**config.mk**
```make
export PLATFORM = sky130hd
export DESIGN_NAME = axi_ddr_calib_gate
export DESIGN_NICKNAME = d
export VERILOG_FILES = /design/src/rtl/axi_ddr_calib_gate.sv
export SDC_FILE = /design/constraint.sdc
export NUM_CORES = 1
export LEC_CHECK = 0
export ABC_AREA = 1
export BUFFER_PORTS_ARGS = -buffer_cell sky130_fd_sc_hd__buf_2
export CAP_MARGIN = 10
export CORE_ASPECT_RATIO = 1.2
export CORE_UTILIZATION = 46
export CTS_BUF_LIST = sky130_fd_sc_hd__clkbuf_4
export DETAILED_ROUTE_END_ITERATION = 6
export HOLD_SLACK_MARGIN = 0.05
export PLACE_DENSITY_LB_ADDON = 0.15
export SYNTH_ARGS = -nofsm -noshare
export SYNTH_HDL_FRONTEND = slang
export SYNTH_SLANG_ARGS = --single-unit
```
**constraint.sdc**
```tcl
create_clock -name clk_i -period 3.45 [get_ports clk_i]
set_input_delay 0.5175 -clock clk_i [delete_from_list [all_inputs] [get_ports clk_i]]
set_output_delay 0.5175 -clock clk_i [all_outputs]
set_load 0.01 [all_outputs]
```
**src/rtl/axi_ddr_calib_gate.sv**
```systemverilog
// axi_ddr_calib_gate: holds AW/AR/W until DDR calibration, rebases addresses, bounds outstanding bursts, drains on request; ports: clk_i/rst_i, calib_done_i/drain_req_i, s_* SoC side, m_* controller side, state/counter status.
module axi_ddr_calib_gate #(
  parameter int ADDR_WIDTH = 64,
  parameter int DDR_ADDR_WIDTH = 29,
  parameter logic [ADDR_WIDTH-1:0] BASE_ADDR = ADDR_WIDTH'(64'h8000_0000),
  parameter int MAX_OUTSTANDING = 16,
  parameter int ERR_CNT_WIDTH = 16
) (
  input  logic                      clk_i,
  input  logic                      rst_i,
  input  logic                      calib_done_i,
  input  logic                      drain_req_i,
  input  logic [ADDR_WIDTH-1:0]     s_aw_addr_i,
  input  logic                      s_aw_valid_i,
  output logic                      s_aw_ready_o,
  input  logic [ADDR_WIDTH-1:0]     s_ar_addr_i,
  input  logic                      s_ar_valid_i,
  output logic                      s_ar_ready_o,
  input  logic                      s_w_valid_i,
  input  logic                      s_w_last_i,
  output logic                      s_w_ready_o,
  output logic                      s_b_valid_o,
  input  logic                      s_b_ready_i,
  output logic                      s_r_valid_o,
  output logic                      s_r_last_o,
  input  logic                      s_r_ready_i,
  output logic [DDR_ADDR_WIDTH-1:0] m_aw_addr_o,
  output logic                      m_aw_valid_o,
  input  logic                      m_aw_ready_i,
  output logic [DDR_ADDR_WIDTH-1:0] m_ar_addr_o,
  output logic                      m_ar_valid_o,
  input  logic                      m_ar_ready_i,
  output logic                      m_w_valid_o,
  input  logic                      m_w_ready_i,
  input  logic                      m_b_valid_i,
  output logic                      m_b_ready_o,
  input  logic                      m_r_valid_i,
  input  logic                      m_r_last_i,
  output logic                      m_r_ready_o,
  output logic [1:0]                state_o,
  output logic                      quiesced_o,
  output logic [7:0]                wr_outstanding_o,
  output logic [7:0]                rd_outstanding_o,
  output logic [ERR_CNT_WIDTH-1:0]  addr_err_cnt_o
);
  typedef enum logic [1:0] {WAIT_CALIB = 2'd0, RUN = 2'd1, DRAIN = 2'd2, QUIESCED = 2'd3} state_t;
  localparam logic [7:0] MAX_OS = 8'(MAX_OUTSTANDING);
  state_t state, state_nx;
  logic [7:0] wr_cnt, rd_cnt;
  logic w_open;
  logic [ERR_CNT_WIDTH-1:0] err_cnt;
  logic [ERR_CNT_WIDTH:0] err_sum;
  logic [ADDR_WIDTH-1:0] aw_off, ar_off;
  logic aw_oow, ar_oow, en_aw, en_ar, en_w, aw_hs, ar_hs, w_hs, b_hs, r_hs;
  assign en_aw = state == RUN && wr_cnt < MAX_OS;
  assign en_ar = state == RUN && rd_cnt < MAX_OS;
  assign en_w = state == RUN || wr_cnt != '0 || w_open;
  assign m_aw_valid_o = s_aw_valid_i & en_aw;
  assign s_aw_ready_o = m_aw_ready_i & en_aw;
  assign m_ar_valid_o = s_ar_valid_i & en_ar;
  assign s_ar_ready_o = m_ar_ready_i & en_ar;
  assign m_w_valid_o = s_w_valid_i & en_w;
  assign s_w_ready_o = m_w_ready_i & en_w;
  assign s_b_valid_o = m_b_valid_i & ~rst_i;
  assign m_b_ready_o = s_b_ready_i & ~rst_i;
  assign s_r_valid_o = m_r_valid_i & ~rst_i;
  assign m_r_ready_o = s_r_ready_i & ~rst_i;
  assign s_r_last_o = m_r_last_i;
  assign aw_hs = s_aw_valid_i & s_aw_ready_o;
  assign ar_hs = s_ar_valid_i & s_ar_ready_o;
  assign w_hs = s_w_valid_i & s_w_ready_o;
  assign b_hs = m_b_valid_i & m_b_ready_o;
  assign r_hs = m_r_valid_i & m_r_ready_o & m_r_last_i;
  assign aw_off = s_aw_addr_i - BASE_ADDR;
  assign ar_off = s_ar_addr_i - BASE_ADDR;
  assign aw_oow = s_aw_addr_i < BASE_ADDR || aw_off[ADDR_WIDTH-1:DDR_ADDR_WIDTH] != '0;
  assign ar_oow = s_ar_addr_i < BASE_ADDR || ar_off[ADDR_WIDTH-1:DDR_ADDR_WIDTH] != '0;
  assign m_aw_addr_o = aw_off[DDR_ADDR_WIDTH-1:0];
  assign m_ar_addr_o = ar_off[DDR_ADDR_WIDTH-1:0];
  assign err_sum = {1'b0, err_cnt} + (ERR_CNT_WIDTH+1)'(aw_hs & aw_oow) + (ERR_CNT_WIDTH+1)'(ar_hs & ar_oow);
  assign state_o = state;
  assign quiesced_o = state == QUIESCED;
  assign wr_outstanding_o = wr_cnt;
  assign rd_outstanding_o = rd_cnt;
  assign addr_err_cnt_o = err_cnt;
  always_comb begin
    state_nx = state;
    unique case (state)
      WAIT_CALIB: state_nx = calib_done_i && !drain_req_i ? RUN : WAIT_CALIB;
      RUN:        state_nx = drain_req_i ? DRAIN : !calib_done_i ? WAIT_CALIB : RUN;
      DRAIN:      state_nx = wr_cnt == '0 && rd_cnt == '0 && !w_open ? QUIESCED : DRAIN;
      QUIESCED:   state_nx = drain_req_i ? QUIESCED : WAIT_CALIB;
    endcase
  end
  always_ff @(posedge clk_i or posedge rst_i)
    if (rst_i) begin
      state <= WAIT_CALIB;
      wr_cnt <= '0;
      rd_cnt <= '0;
      w_open <= 1'b0;
      err_cnt <= '0;
    end else begin
      state <= state_nx;
      wr_cnt <= wr_cnt + 8'(aw_hs) - 8'(b_hs);
      rd_cnt <= rd_cnt + 8'(ar_hs) - 8'(r_hs);
      w_open <= w_hs ? ~s_w_last_i : w_open;
      err_cnt <= err_sum[ERR_CNT_WIDTH] ? '1 : err_sum[ERR_CNT_WIDTH-1:0];
    end
endmodule

```
==> results of run 1 <==
[through the flow]
stage                     cells  total power, mW  utilization (%)  instance area [sq um]
after floorplan             689             1.69                -                   4230
after global placement      879             2.01             52.6                   4600
after detailed placement    879             2.04             52.6                   4600
after CTS                   887             2.37             53.5                   4680
after global routing        887             2.59             53.7                   4700
final                       887             2.35             53.7                   4700
[flip-flops by register name, summed over array words and instances, names as in the netlist, named ones only]
| register | flops |
|---|---|
| addr_err_cnt_o | 16 |
| rd_outstanding_o | 8 |
| state_o | 1 |
| w_open | 1 |
| wr_outstanding_o | 8 |
[metal layers]
| metal | vias to the layer above | wire length (um) | share of wire [%] | GRT usage [%] |
|---|---|---|---|---|
| met1 | 1948 | 4550 | 39 | 27.2 |
| met3 | 47 | 781 | 6.8 | 4.85 |
| met4 | 0 | 474 | 4.1 | 11.6 |
| met2 | 179 | 5720 | 50 | 45.0 |
| li1 | 2238 | - | - | - |
| met5 | - | 0 | 0 | 0 |
[power groups by stage]
stage | Combinational [mW] | Sequential [mW] | Clock [mW]
final | 1.36 | 0.675 | 0.308
after global routing | 1.56 | 0.698 | 0.329
after CTS | 1.37 | 0.680 | 0.319
after detailed placement | 1.36 | 0.685 | 0
after global placement | 1.33 | 0.684 | 0
after floorplan | 0.969 | 0.724 | 0
[logic make-up (layout without fill, tap and decap cells)]
kind of cell             count (synthesis)  after routing
buffers and inverters                  162            243
adder cells (fa/ha/maj)                 28             28
flip-flops                              35             35
AND/OR/NAND/NOR                        399            399
XOR/XNOR                                17             17
AO/OA/AOI/OAI                           48             48
[layout by cell type, fill, tap and decap left out, types with 4 or more instances in the layout]
cell type	instances
xor2_1	12
dfrtp_1	35
nand2_1	166
nor3_1	8
nand3_2	7
nor2_1	143
xnor2_1	5
o21ai_0	19
clkbuf_4	5
a21oi_1	17
nor2_2	11
inv_1	101
nand3_1	28
nand4_1	13
ha_1	25
o21ai_1	7
nor2_4	5
nand3b_1	4
buf_2	131
[worst max path at each step]
stage                     from                 end  slack (ns)  depth (start not counted)
2_1_floorplan  s_ar_addr_i[33]  addr_err_cnt_o[15]        0.53                         19
3_3_place_gp   s_ar_addr_i[38]  addr_err_cnt_o[10]       -0.02                         22
3_5_place_dp   s_ar_addr_i[38]  addr_err_cnt_o[10]       -0.06                         22
4_1_cts        s_ar_addr_i[38]  addr_err_cnt_o[10]        0.32                         22
5_1_grt        s_ar_addr_i[38]  addr_err_cnt_o[13]      -0.007                         23
6_report       s_ar_addr_i[38]  addr_err_cnt_o[12]        0.35                         23
[critical path, stage by stage]
cell and delay, ns:
buf_2 0.12, nor2_1 0.16, nand2_1 0.08, nor2_1 0.19, nand2_1 0.13, nor2_1 0.16
nand2_1 0.09, nand2_1 0.07, nor2_1 0.04, nand2_1 0.06, nor2_1 0.05, nand3_1 0.06
nand2_1 0.07, fa_1 0.38, inv_1 0.08, ha_1 0.16, nand2_1 0.09, nor3_2 0.21
nand3_2 0.14, inv_1 0.13, nand2_1 0.10, nor3_1 0.18, a21oi_1 0.07
[repair_timing]
| item | 4_1_cts | 5_1_grt |
|---|---|---|
| setup endpoints to repair | 0 | 13 |
| setup buffers | 0 | 0 |
| resized for setup | 0 | 4 |
[area by class of cell]
cell class              count  area (sq um)
fillers                   928          4050
clock inverters             3          43.8
inverters                 102           383
clock buffers               5          37.5
well taps                 117           146
repair buffers            133           671
multi-input cells         492          2540
flip-flops and latches     35           876
==> results by group, run 1 <==
Timing
  • # setup viols final: 0
  • Setup TNS: 0 ns
  • Final Hold Violating Endpoints: 0
  • Slew Limit Fails: 0
  • Fin crit share: 89.8%
  • Final Skew: 0.0134 ns
  • Min Tclk post-route: 3.10 ns
  • Slew @ Worst Pin: 0.607 ns
  • Max Fclk: 0.323 GHz
  • Setup ws final: 0.351 ns
  • Relative slew slack: 59.5%
  • WHS: 0.311 ns

Pwr
  • Power share of the sequential group: 28.8%
  • Net Sw Power: 1.06 mW
  • Power per standard cell area: 499 mW/mm^2
  • Internal: 1.28 mW
  • Sw Share: 45.3%
  • Worst VDD drop: 0.420 mV
  • Combinational power share: 58.1%
  • Clock network fraction of total power: 13.1%
  • LEAKAGE: 2.59 nW

Place
  • Gpl congestion: 0.988
  • Pre-CTS WS: -0.0638 ns
  • Hpwl dp: 9850 um
  • I/O Buffers: 131

Logic synthesis
  • Synth unique cells: 34
  • Cells after Synth: 689
  • Fraction of registers with async set/reset: 100%
  • Xor/xnor cell area share of the yosys netlist: 3.52%
  • Post-synth EDFFs: 0
  • Area share of the largest cell type after synthesis: 20.7%
  • Post-synth top cells: nand2_1, nor2_1, inv_1, buf_4, dfrtp_1
  • Dominant synthesized flop cell: dfrtp_1
  • Post-synthesis adder-cell area fraction: 8.82%
  • Compound-cell area share of the yosys netlist: 6.01%
  • Sequential share of the synthesized area: 20.7%
  • Post-synth top area cell: dfrtp_1
  • Main area contributors after synthesis: dfrtp_1, nand2_1, nor2_1
  • Register bit total from synthesis: 35
  • Simple-Gate Fraction of Synth Area: 41.3%
  • Synth warn: 0
  • Avg Cell Area, Syn: 6.14 sq um
  • Syn nets: 861
  • Mapped cell area: 0.00423 sq mm
  • Most frequent cell after synthesis: nand2_1
  • Combinational family with the most area after synthesis: simple AND/OR/NAND/NOR gates
  • Multiplexer share of the synthesized area: 0%

Clocking
  • Hold bufs inserted after CTS: 0
  • Clock-pin slew on the worst setup and hold paths: 0.13 ns
  • Num CTS Buffers: 5
  • Clock root cell: clkbuf_4
  • H-tree depth: 2
  • Clk buf depth: 2
  • Clock latency on the worst-skew pair: 0.36 ns
  • Clock sink total: 35
  • TritonCTS clock tree: yes

Job
  • Maxcap violations: 0

Routing
  • Final WL: 11500 um
  • Initial drt markers: 144
  • DR vias: 4412
  • Antenna viol nets, final: 0
  • DRC viols: 0
  • WL per Instance: 13.0 um
  • 1st-pass router iterations: 4
  • Routed vias/inst: 4.97

Setup path
  • Worst r2r dst: addr_err_cnt_o[12]
  • Worst Setup Start Kind: input pin
  • Reg2Reg Launch Point: rd_outstanding_o[4]
  • Worst Setup Path Type: in2reg
  • CP required: 3.70 ns
  • FF-to-FF setup slack: 0.46 ns
  • Worst Reg-to-Reg Cells: 19
  • Setup crit end kind: register
  • Crit path DAT: 3.35 ns
  • Critical path peak fanout: 3

Die
  • Core area: 0.00875 sq mm
  • # IOs: 248
  • Chip Width: 89.5 um
  • Die footprint: 0.00958 sq mm
  • Die Span Y: 107 um
  • Initial core utilization: 48.3%
  • Row count: 37

Global route
  • Largest net degree at the start of global routing: 21
  • Initial antenna violation count: 0
  • Gr usage total: 24.8%
  • Vias in the first global route: 4237
  • Grt total ovfl: 0
  • First-pass GRT wire length: 18500 um

Cells and area
  • Area delta synth->final: 11.1%
  • Fraction of layout cells with a size suffix above 1: 22.5%
  • Nets: 941
  • Antenna Cells: 0

Min path
  • Type of the tightest min-delay check: in2async

Run status
  • Status: complete, no violations
Power figures use the tool's default switching activity.
==> run 2: changes to the inputs <==
--- a/config.mk
+++ b/config.mk
@@ -9,7 +9,7 @@
 export BUFFER_PORTS_ARGS = -buffer_cell sky130_fd_sc_hd__buf_2
 export CAP_MARGIN = 10
 export CORE_ASPECT_RATIO = 1.2
-export CORE_UTILIZATION = 46
+export CORE_UTILIZATION = 25
 export CTS_BUF_LIST = sky130_fd_sc_hd__clkbuf_4
 export DETAILED_ROUTE_END_ITERATION = 6
 export HOLD_SLACK_MARGIN = 0.05
==> run 2 against run 1 <==
Wire length grew 8.3%; clock power shrank 23%; sequential power is essentially flat; utilization shrank 24 points; maximum frequency grew 2.4%; sequential share of layout area shrank 0.72 points; register-to-register slack is essentially flat; global-route usage shrank 10 points; via count shrank 2.2%; critical endpoint is now addr_err_cnt_o[14]; largest power group unchanged.
==> results by group, run 2 (synthesis gave the netlist of run 1 again) <==
Setup path
  • CP Cell Sequence: buf_2 -> nor2_4 -> nand2_4 -> nor2_1 -> nand2_1 -> inv_1 -> nand2_1 -> nand2_1 -> nand2_1 -> nand3_2 -> nor2_1 -> nand3_1 -> nand2_1 -> fa_1 -> inv_1 -> ha_1 -> nand2_1 -> nor3_2 -> nand3_2 -> nor2_4 -> nand4_1 -> o21ai_0 -> a21o_1
  • CP required: 3.75 ns
  • Critical path peak fanout: 5
  • Worst Setup Path Type: in2reg
  • Crit path DAT: 3.33 ns
  • Most common cell on crit path: nand2_1
  • Setup crit end kind: register
  • Reg2Reg Launch Point: rd_outstanding_o[4]
  • CP max-delay cell: fa_1
  • Worst setup path startpoint: s_aw_addr_i[32]
  • Worst Setup Start Kind: input pin
  • Critical path's largest stage delay: 0.38 ns

Global route
  • Initial antenna violation count: 0
  • Grt total ovfl: 0
  • Vias in the first global route: 4305
  • Gr usage total: 14.5%
  • First-pass GRT wire length: 20100 um
  • Largest net degree at the start of global routing: 36

Timing
  • Slew @ Worst Pin: 0.482 ns
  • Final Hold Violating Endpoints: 0
  • Max Fclk: 0.330 GHz
  • Setup TNS: 0 ns
  • Final Skew: 0.0166 ns
  • WHS: 0.311 ns
  • Setup ws final: 0.424 ns
  • Min Tclk post-route: 3.03 ns
  • Fin crit share: 87.7%
  • Slew Limit Fails: 0
  • # setup viols final: 0
  • Relative slew slack: 67.8%
  • Setup repair after global routing missed its margin: false

Cells and area
  • FF/Latch Area: 876 sq um
  • Util after Layout: 29.8%
  • Area delta synth->final: 15.5%
  • Commonest non-fill, non-tap cells in the layout: nand2_1, nor2_1, buf_2, inv_1, dfrtp_1
  • Multi-input gate area: 0.00254 sq mm
  • Leading cell type in the layout, fill and taps excluded: nand2_1
  • Nets: 954
  • Fraction of layout cells with a size suffix above 1: 23.6%
  • Number of flip-flops in the largest register: 16
  • Fillers: 1903
  • Antenna Cells: 0

Pwr
  • Net Sw Power: 1.06 mW
  • Clock network fraction of total power: 10.4%
  • Combinational power share: 59.8%
  • Internal: 1.22 mW
  • Sw Share: 46.4%
  • Worst VDD drop: 0.314 mV
  • Power share of the sequential group: 29.8%
  • Power, Total: 2.27 mW
  • Power per standard cell area: 465 mW/mm^2
  • LEAKAGE: 2.63 nW

Routing
  • Initial drt markers: 188
  • 1st-pass router iterations: 5
  • DRC viols: 0
  • WL per Instance: 12.5 um
  • Final WL: 12500 um
  • Antenna viol nets, final: 0
  • Routed vias/inst: 4.34
  • DR vias: 4314

Die
  • Die footprint: 0.0174 sq mm
  • Initial core utilization: 25.8%
  • # IOs: 248
  • Chip Width: 121 um
  • Row count: 51
  • Die Span Y: 144 um
  • Core area: 0.0164 sq mm

Clocking
  • Clock root cell: clkbuf_4
  • Clk buf depth: 2
  • Clock sink total: 35
  • H-tree depth: 2
  • TritonCTS clock tree: yes
  • Clock latency on the worst-skew pair: 0.36 ns
  • Num CTS Buffers: 5
  • Clock-pin slew on the worst setup and hold paths: 0.12 ns
  • Setup bufs post-CTS: 0

Place
  • Gpl congestion: 0.827
  • Hpwl dp: 10800 um
  • I/O Buffers: 131
  • Pre-CTS WS: -0.0230 ns

Run status
  • Status: complete, no violations

Min path
  • Type of the tightest min-delay check: in2async

Job
  • Maxcap violations: 0
==> run 2: worst max-delay path: cells and delay by family <==
kind	cells	cell delay, ns
compound gates	2	0.26
simple gates	16	1.70
buf+inv	3	0.30
fa+ha+maj	2	0.54
==> run 2: cell type report <==
type,count,share of cell area [%]
clock buffer,6,0.922
tap,212,5.43
sequential,35,17.9
inverter,102,7.84
multi-input combinational,492,51.9
clock inverter,2,0.256
timing repair buffer,146,15.7
==> run 2: power groups by stage <==
stage | Clock [mW] | Sequential, mW | Combinational (mW)
3_3_place_gp | 0 | 0.692 | 1.39
6_report | 0.237 | 0.678 | 1.36
3_5_place_dp | 0 | 0.690 | 1.38
4_1_cts | 0.256 | 0.683 | 1.40
5_1_grt | 0.269 | 0.700 | 1.60
2_1_floorplan | 0 | 0.724 | 0.969
==> run 2: repair_timing <==
item | 4_1_cts | 5_1_grt
hold buffers | 0 | 0
gates resized for setup | 0 | 3
setup endpoints to repair | 0 | 2
hold endpoints to repair | 0 | 0
==> run 2: per-stage QoR <==
stage,std cells,area [sq um]
finish,995,4890
global route,995,4890
CTS,995,4870
detailed placement,987,4820
global placement,987,4820
floorplan,689,4230
==> run 2: final timing paths <==
kind	slack, ns	to	cells past startpoint
max in group asynchronous	2.80	state_o[0]	3
setup reg to reg	0.46	rd_outstanding_o[6]	17
hold / removal	0.31	rd_outstanding_o[3]	3
hold reg to reg	0.54	w_open	2
setup / recovery	0.42	addr_err_cnt_o[14]	23
min in group clk_i	0.35	w_open	2
==> run 2: metal layers <==
metal | up-vias | global-route usage, % | share of wire (%)
met5 | - | 0 | 0
met4 | 0 | 6.37 | 3.3
met3 | 40 | 2.17 | 5.1
met2 | 129 | 26.7 | 50
met1 | 1884 | 16.3 | 42
li1 | 2261 | - | -
==> run 3: changes to the inputs <==
--- a/config.mk
+++ b/config.mk
@@ -14,6 +14,7 @@
 export DETAILED_ROUTE_END_ITERATION = 6
 export HOLD_SLACK_MARGIN = 0.05
 export PLACE_DENSITY_LB_ADDON = 0.15
+export SETUP_SLACK_MARGIN = 0.5
 export SYNTH_ARGS = -nofsm -noshare
 export SYNTH_HDL_FRONTEND = slang
 export SYNTH_SLANG_ARGS = --single-unit
==> constraint.sdc (replaced) <==
create_clock -name clk_i -period 2.4 [get_ports clk_i]
set_input_delay 0.36 -clock clk_i [delete_from_list [all_inputs] [get_ports clk_i]]
set_output_delay 0.36 -clock clk_i [all_outputs]
set_load 0.01 [all_outputs]
==> run 3 against run 2 <==
The run now ends with setup timing left; final cell count is 14% higher; clock skew grew 0.00080 ns; flip-flop and latch count unchanged; via count increased by 12%; die area unchanged; largest cell class unchanged; largest power group unchanged.
==> results by group, run 3 (synthesis gave the netlist of run 1 again) <==
Run status
  • Status: complete, but fails checks
  • Failing checks: setup timing

Timing
  • Min Tclk post-route: 2.69 ns
  • WHS: 0.152 ns
  • Slew @ Worst Pin: 0.865 ns
  • Setup ws final: -0.286 ns
  • Fin crit share: 112%
  • Setup repair after global routing missed its margin: true
  • Relative slew slack: 41.9%
  • Slew Limit Fails: 0
  • Final Skew: 0.0174 ns
  • # setup viols final: 24
  • Final Hold Violating Endpoints: 0
  • Max Fclk: 0.372 GHz

Setup path
  • Setup crit end kind: register
  • WP depth: 19
  • WP buf/inv: 6
  • Worst Reg-to-Reg Cells: 19
  • CP max-delay cell: dfrtp_1
  • Crit path DAT: 2.93 ns
  • Most common cell on crit path: inv_2
  • CP Cell Sequence: inv_2 -> ha_4 -> nand2_2 -> a21oi_2 -> inv_2 -> nor2_4 -> nand2_4 -> buf_4 -> buf_4 -> ha_4 -> inv_2 -> ha_4 -> inv_2 -> fa_2 -> o21ai_2 -> a21oi_1 -> nor2_1 -> nor2_1 -> xnor2_1
  • Worst Setup Path Type: reg2reg
  • CP required: 2.64 ns
  • Reg2Reg Launch Point: rd_outstanding_o[7]
  • Critical path peak fanout: 2
  • Worst Setup Start Kind: register
  • Family with the most delay on the worst path: adder cells
  • Worst r2r dst: rd_outstanding_o[6]
  • Worst setup endpoint: rd_outstanding_o[6]
  • FF-to-FF setup slack: -0.29 ns
  • Critical path's largest stage delay: 0.42 ns
  • Worst setup path startpoint: rd_outstanding_o[7]

Min path
  • Type of the tightest min-delay check: in2async

Cells and area
  • Fraction of layout cells with a size suffix above 1: 48.4%
  • Fillers: 1816
  • Number of flip-flops in the largest register: 16
  • Commonest non-fill, non-tap cells in the layout: nand2_1, buf_4, buf_2, nor2_1, inv_1
  • Antenna Cells: 0
  • Nets: 1092
  • Leading cell type in the layout, fill and taps excluded: nand2_1
  • Area delta synth->final: 53.4%
  • Finished layout cell area: 0.00649 sq mm

Global route
  • First-pass GRT wire length: 21500 um
  • Initial antenna violation count: 0
  • Largest net degree at the start of global routing: 36
  • Vias in the first global route: 4789
  • GR Layer Usage met2: 30.2%
  • Gr busiest metal: met2
  • M3 GR Usage: 2.13%
  • Grt total ovfl: 0
  • Gr usage total: 15.3%
  • Grt met1 use: 17.2%

Routing
  • Initial drt markers: 98
  • DR vias: 4811
  • Routed vias/inst: 4.25
  • Antenna viol nets, final: 0
  • WL per Instance: 11.7 um
  • 1st-pass router iterations: 4
  • DRC viols: 0
  • Final WL: 13300 um

Place
  • I/O Buffers: 131
  • Area post-placement: 0.00582 sq mm
  • Hpwl dp: 11300 um
  • Gpl congestion: 0.856

Pwr
  • Worst VDD drop: 0.448 mV
  • LEAKAGE: 3.38 nW
  • Power per standard cell area: 649 mW/mm^2

Clocking
  • Clock latency on the worst-skew pair: 0.34 ns
  • H-tree depth: 2
  • Clock-pin slew on the worst setup and hold paths: 0.12 ns
  • Clk buf depth: 2
  • Hold bufs inserted after CTS: 0
  • Clock root cell: clkbuf_4
  • Clock sink total: 35
  • TritonCTS clock tree: yes
  • Num CTS Buffers: 5

Die
  • Die Span Y: 144 um
  • # IOs: 248
  • Initial core utilization: 25.8%
  • Core area: 0.0164 sq mm
  • Row count: 51
  • Chip Width: 121 um
  • Die footprint: 0.0174 sq mm

Job
  • Maxcap violations: 0
run 3: cell count changes in the layout (fill, tap and decap cells not counted), moves of 7 or more:
cell     previous run  this run
buf_4              15       144
nor2_1            143       101
nor2_2             11        38
inv_1             101        75
inv_2               1        27
nand2_1           166       147
nor2_4              5        20
nand2_2             1        15
ha_1               25        13
buf_6               0        11
ha_4                0        10
nand3_1            29        22
run 3: report_power, final:
part           internal, mW  leakage (nW)  total (mW)  switching (mW)
sequential            0.806         0.427       0.983           0.178
combinational          1.47          2.92        2.88            1.41
clock                 0.137        0.0361       0.346           0.209
total                  2.41          3.38        4.21            1.80
run 3: how the worst min path moves through the flow:
| stage | from | to | depth (start not counted) |
|---|---|---|---|
| finish | rst_i | rd_outstanding_o[0] | 3 |
| detailed placement | w_open | w_open | 2 |
| floorplan | s_w_last_i | w_open | 1 |
| CTS | rst_i | wr_outstanding_o[2] | 3 |
| global route | s_w_last_i | w_open | 2 |
| global placement | w_open | w_open | 2 |
run 3: worst min-delay path, stage by stage:
cell,delay (ns)
buf_2,0.13
inv_1,0.05
buf_4,0.40
run 3: cell type report:
type | instances | area [sq um] | share of cell area, %
multi-input cells | 493 | 3060 | 47.2
repair buffers | 283 | 1850 | 28.4
flip-flops and latches | 35 | 876 | 13.5
inverters | 102 | 383 | 5.90
well taps | 212 | 265 | 4.09
clock buffers | 7 | 52.6 | 0.810
clock inverters | 1 | 5.00 | 0.0771
run 3: layer usage:
metal  vias up  part of all wire (%)  wire [um]
met4         0                   1.7        222
met1      2120                    41       5470
met2       102                    53       7100
met3        38                   3.9        516
met5         -                     0          0
li1       2551                     -          -
run 3: repair_timing:
action / in CTS / in global routing
cloned: 1 / 0
resized for setup: 51 / 72
endpoints found under the hold margin: 0 / 0
setup buffers: 17 / 11
pin swaps: 37 / 26
setup endpoints to repair: 38 / 37
run 3: metrics by stage:
step                      power, mW  utilization [%]  setup slack, ns  cells  TNS (ns)
after global placement         3.56             35.5           -0.723   1096    -11.90
after floorplan                2.58                -           -0.314    689     -3.90
after CTS                      4.21             37.7           -0.334   1122     -4.62
after global routing           4.66             39.6           -0.487   1133     -8.95
final                          4.21             39.6           -0.286   1133     -3.68
after detailed placement       3.56             35.5           -0.778   1096    -12.94
